## config.mk

```make
export PLATFORM = sky130hd
export DESIGN_NAME = io_controller_flat
export DESIGN_NICKNAME = d
export VERILOG_FILES = /design/src/rtl/io_ctrl_pkg.sv /design/src/rtl/io_controller_if.sv /design/src/rtl/io_debounce.sv /design/src/rtl/io_controller.sv /design/src/flat_wrapper.sv
export SDC_FILE = /design/constraint.sdc
export NUM_CORES = 1
export LEC_CHECK = 0
export CORE_MARGIN = 4
export CORE_UTILIZATION = 40
export CTS_BUF_LIST = sky130_fd_sc_hd__clkbuf_4 sky130_fd_sc_hd__clkbuf_8
export CTS_CLUSTER_SIZE = 14
export DETAILED_ROUTE_END_ITERATION = 7
export MAX_ROUTING_LAYER = met4
export PLACE_DENSITY = 0.66
export SYNTH_ARGS = -nofsm -noshare
export SYNTH_HDL_FRONTEND = slang
export SYNTH_SLANG_ARGS = --single-unit
export TNS_END_PERCENT = 1
```

## constraint.sdc

```tcl
create_clock -name clk -period 1.9 [get_ports clk]
set_input_delay 0.38 -clock clk [delete_from_list [all_inputs] [get_ports clk]]
set_output_delay 0.38 -clock clk [all_outputs]
set_load 0.005 [all_outputs]
```

## src/rtl/io_ctrl_pkg.sv

```systemverilog
// Shared constants and the seven-segment decoder for the memory-mapped I/O controller.
//   NUM_DIGITS : anode slots scanned, including the blank slot
//   BLANK_SEG  : all segments off (active-low)
//   IO_ADDR    : data-memory word address of the I/O register (used by the memory block)
//   hex7()     : 4-bit value -> active-low segments {g,f,e,d,c,b,a}
package io_ctrl_pkg;

  localparam int unsigned NUM_DIGITS = 4;
  localparam logic [6:0]  BLANK_SEG  = 7'h7F;
  localparam int unsigned IO_ADDR    = 4096;

  typedef logic [1:0] digit_idx_t;

  function automatic logic [6:0] hex7(input logic [3:0] val);
    logic [6:0] seg;
    unique case (val)
      4'h0: seg = 7'h40;
      4'h1: seg = 7'h79;
      4'h2: seg = 7'h24;
      4'h3: seg = 7'h30;
      4'h4: seg = 7'h19;
      4'h5: seg = 7'h12;
      4'h6: seg = 7'h02;
      4'h7: seg = 7'h78;
      4'h8: seg = 7'h00;
      4'h9: seg = 7'h10;
      4'hA: seg = 7'h08;
      4'hB: seg = 7'h03;
      4'hC: seg = 7'h46;
      4'hD: seg = 7'h21;
      4'hE: seg = 7'h06;
      default: seg = 7'h0E;
    endcase
    return seg;
  endfunction

endpackage

```

## src/rtl/io_controller_if.sv

```systemverilog
// Memory-block side of the I/O controller.
//   iomem : 12-bit display value written by the CPU (memory block -> controller)
//   ioin  : 16-bit debounced switch levels read by the CPU (controller -> memory block)
interface io_controller_if;
  logic [11:0] iomem;
  logic [15:0] ioin;

  modport master (output iomem, input ioin);
  modport slave  (input iomem, output ioin);
endinterface

```

## src/rtl/io_debounce.sv

```systemverilog
// Switch synchroniser and debouncer.
//   clk, rst_n : clock, asynchronous active-low reset
//   sw_raw     : raw asynchronous switch levels
//   ioin       : debounced levels; a bit changes only after DB_SAMPLES equal samples
//                taken DEBOUNCE_DIV cycles apart
module io_debounce #(
  parameter int unsigned WIDTH        = 16,
  parameter int unsigned DEBOUNCE_DIV = 500000,
  parameter int unsigned DB_SAMPLES   = 3
) (
  input  logic             clk,
  input  logic             rst_n,
  input  logic [WIDTH-1:0] sw_raw,
  output logic [WIDTH-1:0] ioin
);

  localparam int unsigned CntW    = $clog2(DEBOUNCE_DIV);
  localparam logic [CntW-1:0] CntMax = CntW'(DEBOUNCE_DIV - 1);

  logic [WIDTH-1:0]                 sw_s1_q, sw_s2_q;
  logic [CntW-1:0]                  dcnt_q, dcnt_d;
  logic [WIDTH-1:0][DB_SAMPLES-1:0] hist_q, hist_d;
  logic [WIDTH-1:0]                 ioin_q, ioin_d;
  logic                             tick;

  assign tick = (dcnt_q == CntMax);

  always_comb begin
    dcnt_d = tick ? '0 : dcnt_q + 1'b1;
    hist_d = hist_q;
    ioin_d = ioin_q;
    if (tick) begin
      for (int i = 0; i < int'(WIDTH); i++) begin
        hist_d[i] = {hist_q[i][DB_SAMPLES-2:0], sw_s2_q[i]};
        // Mixed history means the input is still bouncing: hold the last accepted level.
        if (&hist_d[i]) begin
          ioin_d[i] = 1'b1;
        end else if (~|hist_d[i]) begin
          ioin_d[i] = 1'b0;
        end
      end
    end
  end

  always_ff @(posedge clk or negedge rst_n) begin
    if (!rst_n) begin
      sw_s1_q <= '0;
      sw_s2_q <= '0;
      dcnt_q  <= '0;
      hist_q  <= '0;
      ioin_q  <= '0;
    end else begin
      sw_s1_q <= sw_raw;
      sw_s2_q <= sw_s1_q;
      dcnt_q  <= dcnt_d;
      hist_q  <= hist_d;
      ioin_q  <= ioin_d;
    end
  end

  assign ioin = ioin_q;

endmodule

```

## src/rtl/io_controller.sv

```systemverilog
// Far end of the memory-mapped I/O word: drives a 4-digit multiplexed seven-segment
// display from iomem (digits 2..0 as hex, digit 3 blank) and returns debounced switches.
//   clk, rst_n : clock, asynchronous active-low reset
//   bus        : iomem in, ioin out (slave side of io_controller_if)
//   sw_raw     : raw board switches
//   seg_n      : segments {g..a}, active low
//   dp_n       : decimal point, always off
//   an_n       : digit anodes, active low
module io_controller
  import io_ctrl_pkg::*;
#(
  parameter int unsigned REFRESH_DIV  = 100000,
  parameter int unsigned DEBOUNCE_DIV = 500000,
  parameter int unsigned DB_SAMPLES   = 3
) (
  input  logic                  clk,
  input  logic                  rst_n,
  io_controller_if.slave        bus,
  input  logic [15:0]           sw_raw,
  output logic [6:0]            seg_n,
  output logic                  dp_n,
  output logic [3:0]            an_n
);

  localparam int unsigned CntW    = $clog2(REFRESH_DIV);
  localparam logic [CntW-1:0] CntMax = CntW'(REFRESH_DIV - 1);
  localparam digit_idx_t BlankIdx = digit_idx_t'(NUM_DIGITS - 1);

  logic [CntW-1:0] rcnt_q, rcnt_d;
  digit_idx_t      idx_q, idx_d;
  logic [6:0]      seg_q, seg_d;
  logic [3:0]      an_q, an_d;

  always_comb begin
    rcnt_d = rcnt_q + 1'b1;
    idx_d  = idx_q;
    if (rcnt_q == CntMax) begin
      rcnt_d = '0;
      idx_d  = idx_q + 1'b1;  // 2-bit wrap gives 3 -> 0
    end
  end

  // Outputs follow the current index/iomem one cycle later.
  always_comb begin
    an_d  = 4'hF;
    seg_d = BLANK_SEG;
    if (idx_q != BlankIdx) begin
      an_d  = ~(4'b0001 << idx_q);
      seg_d = hex7(bus.iomem[4*idx_q +: 4]);
    end
  end

  always_ff @(posedge clk or negedge rst_n) begin
    if (!rst_n) begin
      rcnt_q <= '0;
      idx_q  <= '0;
      seg_q  <= BLANK_SEG;
      an_q   <= 4'hF;
    end else begin
      rcnt_q <= rcnt_d;
      idx_q  <= idx_d;
      seg_q  <= seg_d;
      an_q   <= an_d;
    end
  end

  assign seg_n = seg_q;
  assign an_n  = an_q;
  assign dp_n  = 1'b1;

  io_debounce #(
    .WIDTH        (16),
    .DEBOUNCE_DIV (DEBOUNCE_DIV),
    .DB_SAMPLES   (DB_SAMPLES)
  ) u_debounce (
    .clk    (clk),
    .rst_n  (rst_n),
    .sw_raw (sw_raw),
    .ioin   (bus.ioin)
  );

endmodule

```

## src/flat_wrapper.sv

```systemverilog
// flat-port wrapper written by rule: the top's interface ports become plain ports
module io_controller_flat import io_ctrl_pkg::*;
#(
  parameter int unsigned REFRESH_DIV  = 100000,
  parameter int unsigned DEBOUNCE_DIV = 500000,
  parameter int unsigned DB_SAMPLES   = 3
)
  (clk, rst_n, sw_raw, seg_n, dp_n, an_n, bus_iomem, bus_ioin);
  io_controller_if bus_i ();
  input  logic clk;
  input  logic rst_n;
  input  logic [15:0] sw_raw;
  output logic [6:0] seg_n;
  output logic dp_n;
  output logic [3:0] an_n;
  input wire logic [$bits(bus_i.iomem)-1:0] bus_iomem;
  output wire logic [$bits(bus_i.ioin)-1:0] bus_ioin;
  assign bus_i.iomem = bus_iomem;
  assign bus_ioin = bus_i.ioin;
  io_controller #(.REFRESH_DIV(REFRESH_DIV), .DEBOUNCE_DIV(DEBOUNCE_DIV), .DB_SAMPLES(DB_SAMPLES)) u_core (.clk(clk), .rst_n(rst_n), .bus(bus_i), .sw_raw(sw_raw), .seg_n(seg_n), .dp_n(dp_n), .an_n(an_n));
endmodule
```

# Word-level counts from Yosys, hierarchy flattened
# Memories as Yosys holds them, arrays and structs flattened.
# Cells that the tools add are included.
# Widths: inputs -> output; s select.
[word_totals]
ram_bits = 0
latchBits = 0
ff_bits = 129
memories = 1
inputBits = 30
rom_bits = 112
[memory_table]
columns = ["name", "words", "word_bits", "read_ports", "rd_ports_with_merged_regs", "write_ports", "line_no", "rtl"]
rows = [
  ["(name not given)", 16, 7, 1, 0, 0, "io_ctrl_pkg.sv:16", "unique case (val)"],
]
[classes]
n_reduce_logical = 48
add_sub_neg = 3
mux = 36
div_mod_pow = 0
bitwise = 1
n_lt_le_gt_ge = 0
shift = 2
n_eq_ne = 19
mul = 0
[op_table]
columns = ["op", "n"]
rows = [
  ["$reduce_and 3->1", 16],
  ["$reduce_or 3->1", 16],
  ["$ne 2x2->1 const B", 17],
  ["$mux 1", 32],
  ["$reduce_and 2->1", 16],
  ["$add 19x1->19 const B", 1],
  ["$eq 19x19->1 const B", 1],
  ["$mux 19", 1],
  ["$add 17x1->17 const B", 1],
  ["$eq 17x17->1 const B", 1],
  ["$mux 17", 1],
  ["$shiftx 12x5->4", 1],
  ["$mux 7", 1],
  ["$mux 4", 1],
  ["$not 4->4", 1],
  ["$shl 1x2->4 const A", 1],
  ["$add 2x1->2 const B", 1],
]

# Longest topological paths before layout
[depth]
depth_word = 3
ltp_mapped = 7

# By module
# Synthesis repeated with hierarchy kept, for this count alone.
[unflattened]
cells_unflattened = 444
area_unflattened_um2 = 5375.2
[modules_own_cells]
columns = ["module", "area_per_inst_um2", "seq_area_each_um2", "cells_each", "instances"]
rows = [
  ["io_debounce", 3791.1, 2477.4, 299, 1],
  ["io_controller", 1584.0, 738.2, 145, 1],
]

# Worst setup path after synthesis
# No wires, ideal clock.
[synth_timing]
path_kind = "flip-flop to flip-flop"
startpoint = "register u_core.idx_q[1]"
endpoint = "register u_core.seg_q[2], in the netlist u_core.seg_n[2]"
setup_time_ps = 111
t_arrival_ps = 1936
path_stages_with_launch = 7
path_slack_ps = -147
synth_period_minus_slack_ps = 2047
path_cell_list = "dfrtp_1 -> buf_2 -> mux2_2 -> a22oi_1 -> inv_1 -> ha_1 -> o311ai_0"
[synth_via]
elab_chain_cells = 3
word_cells_on_any_way = 4
cone_classes = "eq/ne (1); shift (1); mux (1); memory (1)"
[synth_rtl]
columns = ["element", "line_no", "rtl"]
rows = [
  ["start: declaration", "io_controller.sv:30", "digit_idx_t idx_q, idx_d;"],
  ["start signal: assignment", "io_controller.sv:61", "idx_q <= idx_d;"],
  ["$shiftx 12x5->4", "io_controller.sv:49", "seg_d = hex7(bus.iomem[4*idx_q +: 4]);"],
  ["$mem_v2 16x7", "n/a", ""],
  ["$mux 7 *", "io_controller.sv:47", "if (idx_q != BlankIdx) begin"],
  ["named net u_core.seg_d[2]", "io_controller.sv:31", "logic [6:0] seg_q, seg_d;"],
  ["end signal: assignment", "io_controller.sv:62", "seg_q <= seg_d;"],
  ["end: declaration", "io_controller.sv:31", ""],
]
# The timed path passes the listed nets; every way through them passes the cells marked *.
# A chain may end at the register's enable or synchronous reset.

# Final worst setup path
[layout_timing]
startpoint = "register u_core.u_debounce.dcnt_q[1]"
endpoint = "register u_core.u_debounce.hist_q[30] (netlist name)"
[layout_via]
elab_chain_cells = 1
[layout_rtl]
columns = ["element", "line_no", "rtl"]
rows = [
  ["start: declaration", "io_debounce.sv:21", "logic [CntW-1:0] dcnt_q, dcnt_d;"],
  ["start signal: assignment", "io_debounce.sv:55", "dcnt_q <= dcnt_d;"],
  ["$eq 19x19->1", "io_debounce.sv:26", "assign tick = (dcnt_q == CntMax);"],
  ["end signal: assignment", "io_debounce.sv:56", "hist_q <= hist_d;"],
  ["end: declaration", "io_debounce.sv:22", "logic [WIDTH-1:0][DB_SAMPLES-1:0] hist_q, hist_d;"],
]
# No other way between the ends.

==> impl_metrics.json <==
{
  "min-delay-start": "u_core.u_debounce.sw_s1_q[11]",
  "rsz0062_at_grt": "yes",
  "setup.worst_path.start": "u_core.u_debounce.dcnt_q[1]",
  "synth_compound_area_share_pct": 8.619,
  "die_w_um": 125.0,
  "grt_usage_pct": 14.54,
  "synth_ff_type": "dfrtp_1",
  "yosysUniqueCellTypes": 56,
  "maxUsedRoutingLayer": "met4",
  "final_antenna_net_count": 0,
  "cap_violations": 0,
  "setup_tns_ps": 0,
  "grt_max_degree": 46,
  "drive_gt1_share_pct": 24.86,
  "clk_pin_slew_worst_paths_ps": 80,
  "synth.top_cells.by_area": "dfrtp_1 (54%), mux2_2 (6.8%), dfstp_2 (4.8%)",
  "crit_path_end_kind": "register",
  "clkLatencyLatePin_ps": 420,
  "cts_root_buf": "clkbuf_8",
  "cts_made_buffers": 17,
  "ys_ff_latch": 128,
  "start_kind": "register",
  "fmax_mhz": 536.8,
  "core.rowCount": 42,
  "clockBufferDepth": 2,
  "die_area_um2": 15620,
  "post_cts_buffers": 0,
  "num_vias": 3686,
  "synth_mux_area_share_pct": 9.076,
  "fin_util_pct": 51.91,
  "coreArea_um2": 13300,
  "synth-edff-count": 0,
  "synth_xor_area_share_pct": 4.641,
  "worstPathRequired_ps": 2200,
  "synth_top_family_by_area": "simple AND/OR/NAND/NOR gates",
  "synth-simple-area-share_pct": 12.78,
  "hold_viol_final": 0,
  "critPathMaxFanout": 18,
  "port_buffers": 55,
  "htreeDepth": 4,
  "hold_path.class": "reg2reg",
  "async_flop_share_pct": 100.0,
  "overflow": 0,
  "synth_fa_ha_area_share_pct": 2.743,
  "firstDrtPassIters": 4,
  "grt_pass1_wl_um": 18220,
  "place_congestion": 0.8462,
  "ys_seq_area_share_pct": 58.76,
  "ys_warn_count": 0,
  "die_h_um": 125.0,
  "min_period_ps": 1863,
  "leakage_uw": 0.002962,
  "syn_inst": 430,
  "clock_sinks": 128,
  "start_util_pct": 41.16,
  "synth_top_area_cell": "dfrtp_1",
  "maxSlewHeadroom_pct": 66.97,
  "antenna_found_initial": 0,
  "outcome": "complete, no violations",
  "setup_slack_ps": 37.22,
  "ioPinCount": 58,
  "power.density_nw_per_um2": 810.8,
  "remaining_drc_errors": 0,
  "diodes": 0,
  "cts_tree": "built",
  "arrival_ps": 2160,
  "skew_ps": 12.12,
  "netlist_area_um2": 5473,
  "slew_violations": 0,
  "post-route-period-util_pct": 98.04,
  "syn2layout_area_growth_pct": 26.11,
  "nets": 560,
  "rr_startpoint": "u_core.u_debounce.dcnt_q[1]",
  "worstMarginPinSlew_ps": 491.0,
  "viasPerCell": 5.214,
  "yosys.area.top_type_share_pct": 53.96,
  "post_drt_wl_per_cell_um": 14.89,
  "drt_iter0_drc": 170,
  "ir_drop_v": 0.0003914,
  "route.met3.wl_um": 444,
  "grt_pass1_vias": 3796,
  "synth_area_per_cell_um2": 12.73,
  "dpl_worst_slack_ps": -232.1,
  "routed_wl_um": 10530,
  "wl_met2_um": 5266,
  "dp_hpwl_um": 7303,
  "crit_type": "reg2reg",
  "setup_violations": 0,
  "wl_met1_um": 4727
}
-- state kept, by name (all words and copies together), names as in the netlist --
name                       cells
u_core.u_debounce.sw_s1_q     16
u_core.u_debounce.hist_q      32
u_core.u_debounce.ioin        16
u_core.seg_n                   7
u_core.an_n                    3
u_core.u_debounce.sw_s2_q     16
u_core.idx_q                   2
u_core.u_debounce.dcnt_q      19
u_core.rcnt_q                 17
-- cell usage in the layout, fill, tap and decap left out, drive strengths merged, types with 12 or more instances in the layout --
cell type      count
clkbuf            22
ha                12
nor2              22
clkdlybuf4s50     53
o211ai            16
nand2             26
xor2              12
dfrtp            118
o41ai             16
nand3             36
xnor2             17
buf               33
mux2              36
-- layout make-up --
type	count	area [um^2]
Multi-Input combinational cell	272	2120
Clock buffer	22	290.3
Clock inverter	10	158.9
Timing Repair Buffer	88	854.6
Inverter	11	41.29
Fill cell	1141	6394
Tap cell	176	220.2
Sequential cell	128	3217
-- report_power, final --
group | internal [uW] | switching (uW) | total [uW]
sequential | 2780 | 25.8 | 2810
clock | 1560 | 1000 | 2560
combinational | 120 | 106 | 226
-- cell families after synthesis --
family / after synthesis
buffers and inverters: 31
XOR/XNOR: 29
AND/OR/NAND/NOR: 129
multiplexers: 44
flip-flops: 128
AO/OA/AOI/OAI: 56
other: 1
adder cells (fa/ha/maj): 12
-- cells in the mapped netlist, types with 2 or more instances --
cell type	number
xor2_1	12
mux2i_1	8
o41ai_1	9
or3_1	4
buf_4	5
xnor2_1	17
nor4_1	4
ha_1	12
a31oi_1	3
clkbuf_1	4
o21ai_0	7
nand3_1	35
buf_2	7
mux2_2	33
mux2_4	3
o41ai_2	7
a21oi_1	2
o211ai_1	16
nor2_1	21
buf_8	2
and3_1	6
nor2b_1	3
buf_6	2
and4_1	5
nor3_1	4
dfrtp_1	118
inv_1	11
nand2_1	26
nand4_1	8
dfstp_2	10
-- timing repair --
action	4_1_cts	5_1_grt
endpoints found under the hold margin	13	0
gates resized for setup	1	8
hold buffers	1	0
gates cloned	0	0
endpoints found under the setup margin	1	31
-- worst paths after layout --
check,to,slack [ps],cells past startpoint
worst max-delay path,u_core.u_debounce.hist_q[30],40,6
worst min-delay path,u_core.u_debounce.sw_s2_q[11],340,0
worst max register to register,u_core.u_debounce.hist_q[30],40,6
worst min register to register,u_core.u_debounce.sw_s2_q[11],340,0
max in group asynchronous,u_core.an_n[1],860,3
min in group asynchronous,u_core.rcnt_q[2],400,2
-- per-stage QoR --
stage                     power, uW  hold WS [ps]  instances  area, um^2
after floorplan                2907         84.41        431        5484
after global placement         3080         278.0        674        6402
after detailed placement       3086         283.0        674        6402
after CTS                      5673         342.3        707        6869
after global routing           5817         354.1        707        6902
final                          5596         341.3        707        6902
-- worst max-delay path, stage by stage, from the launching register on --
cell	delay [ps]
dfrtp_1	360
ha_2	200
nand4b_1	90
or3_4	400
nor2_4	150
buf_12	180
mux2_2	350
-- metal layers --
| metal | GRT usage [%] | up-vias |
|---|---|---|
| met1 | 18.12 | 1846 |
| met3 | 4.392 | 9 |
| met5 | - | - |
| met4 | 4.145 | 0 |
| li1 | - | 1737 |
| met2 | 23.16 | 94 |
(Power assumes the default switching activity.)
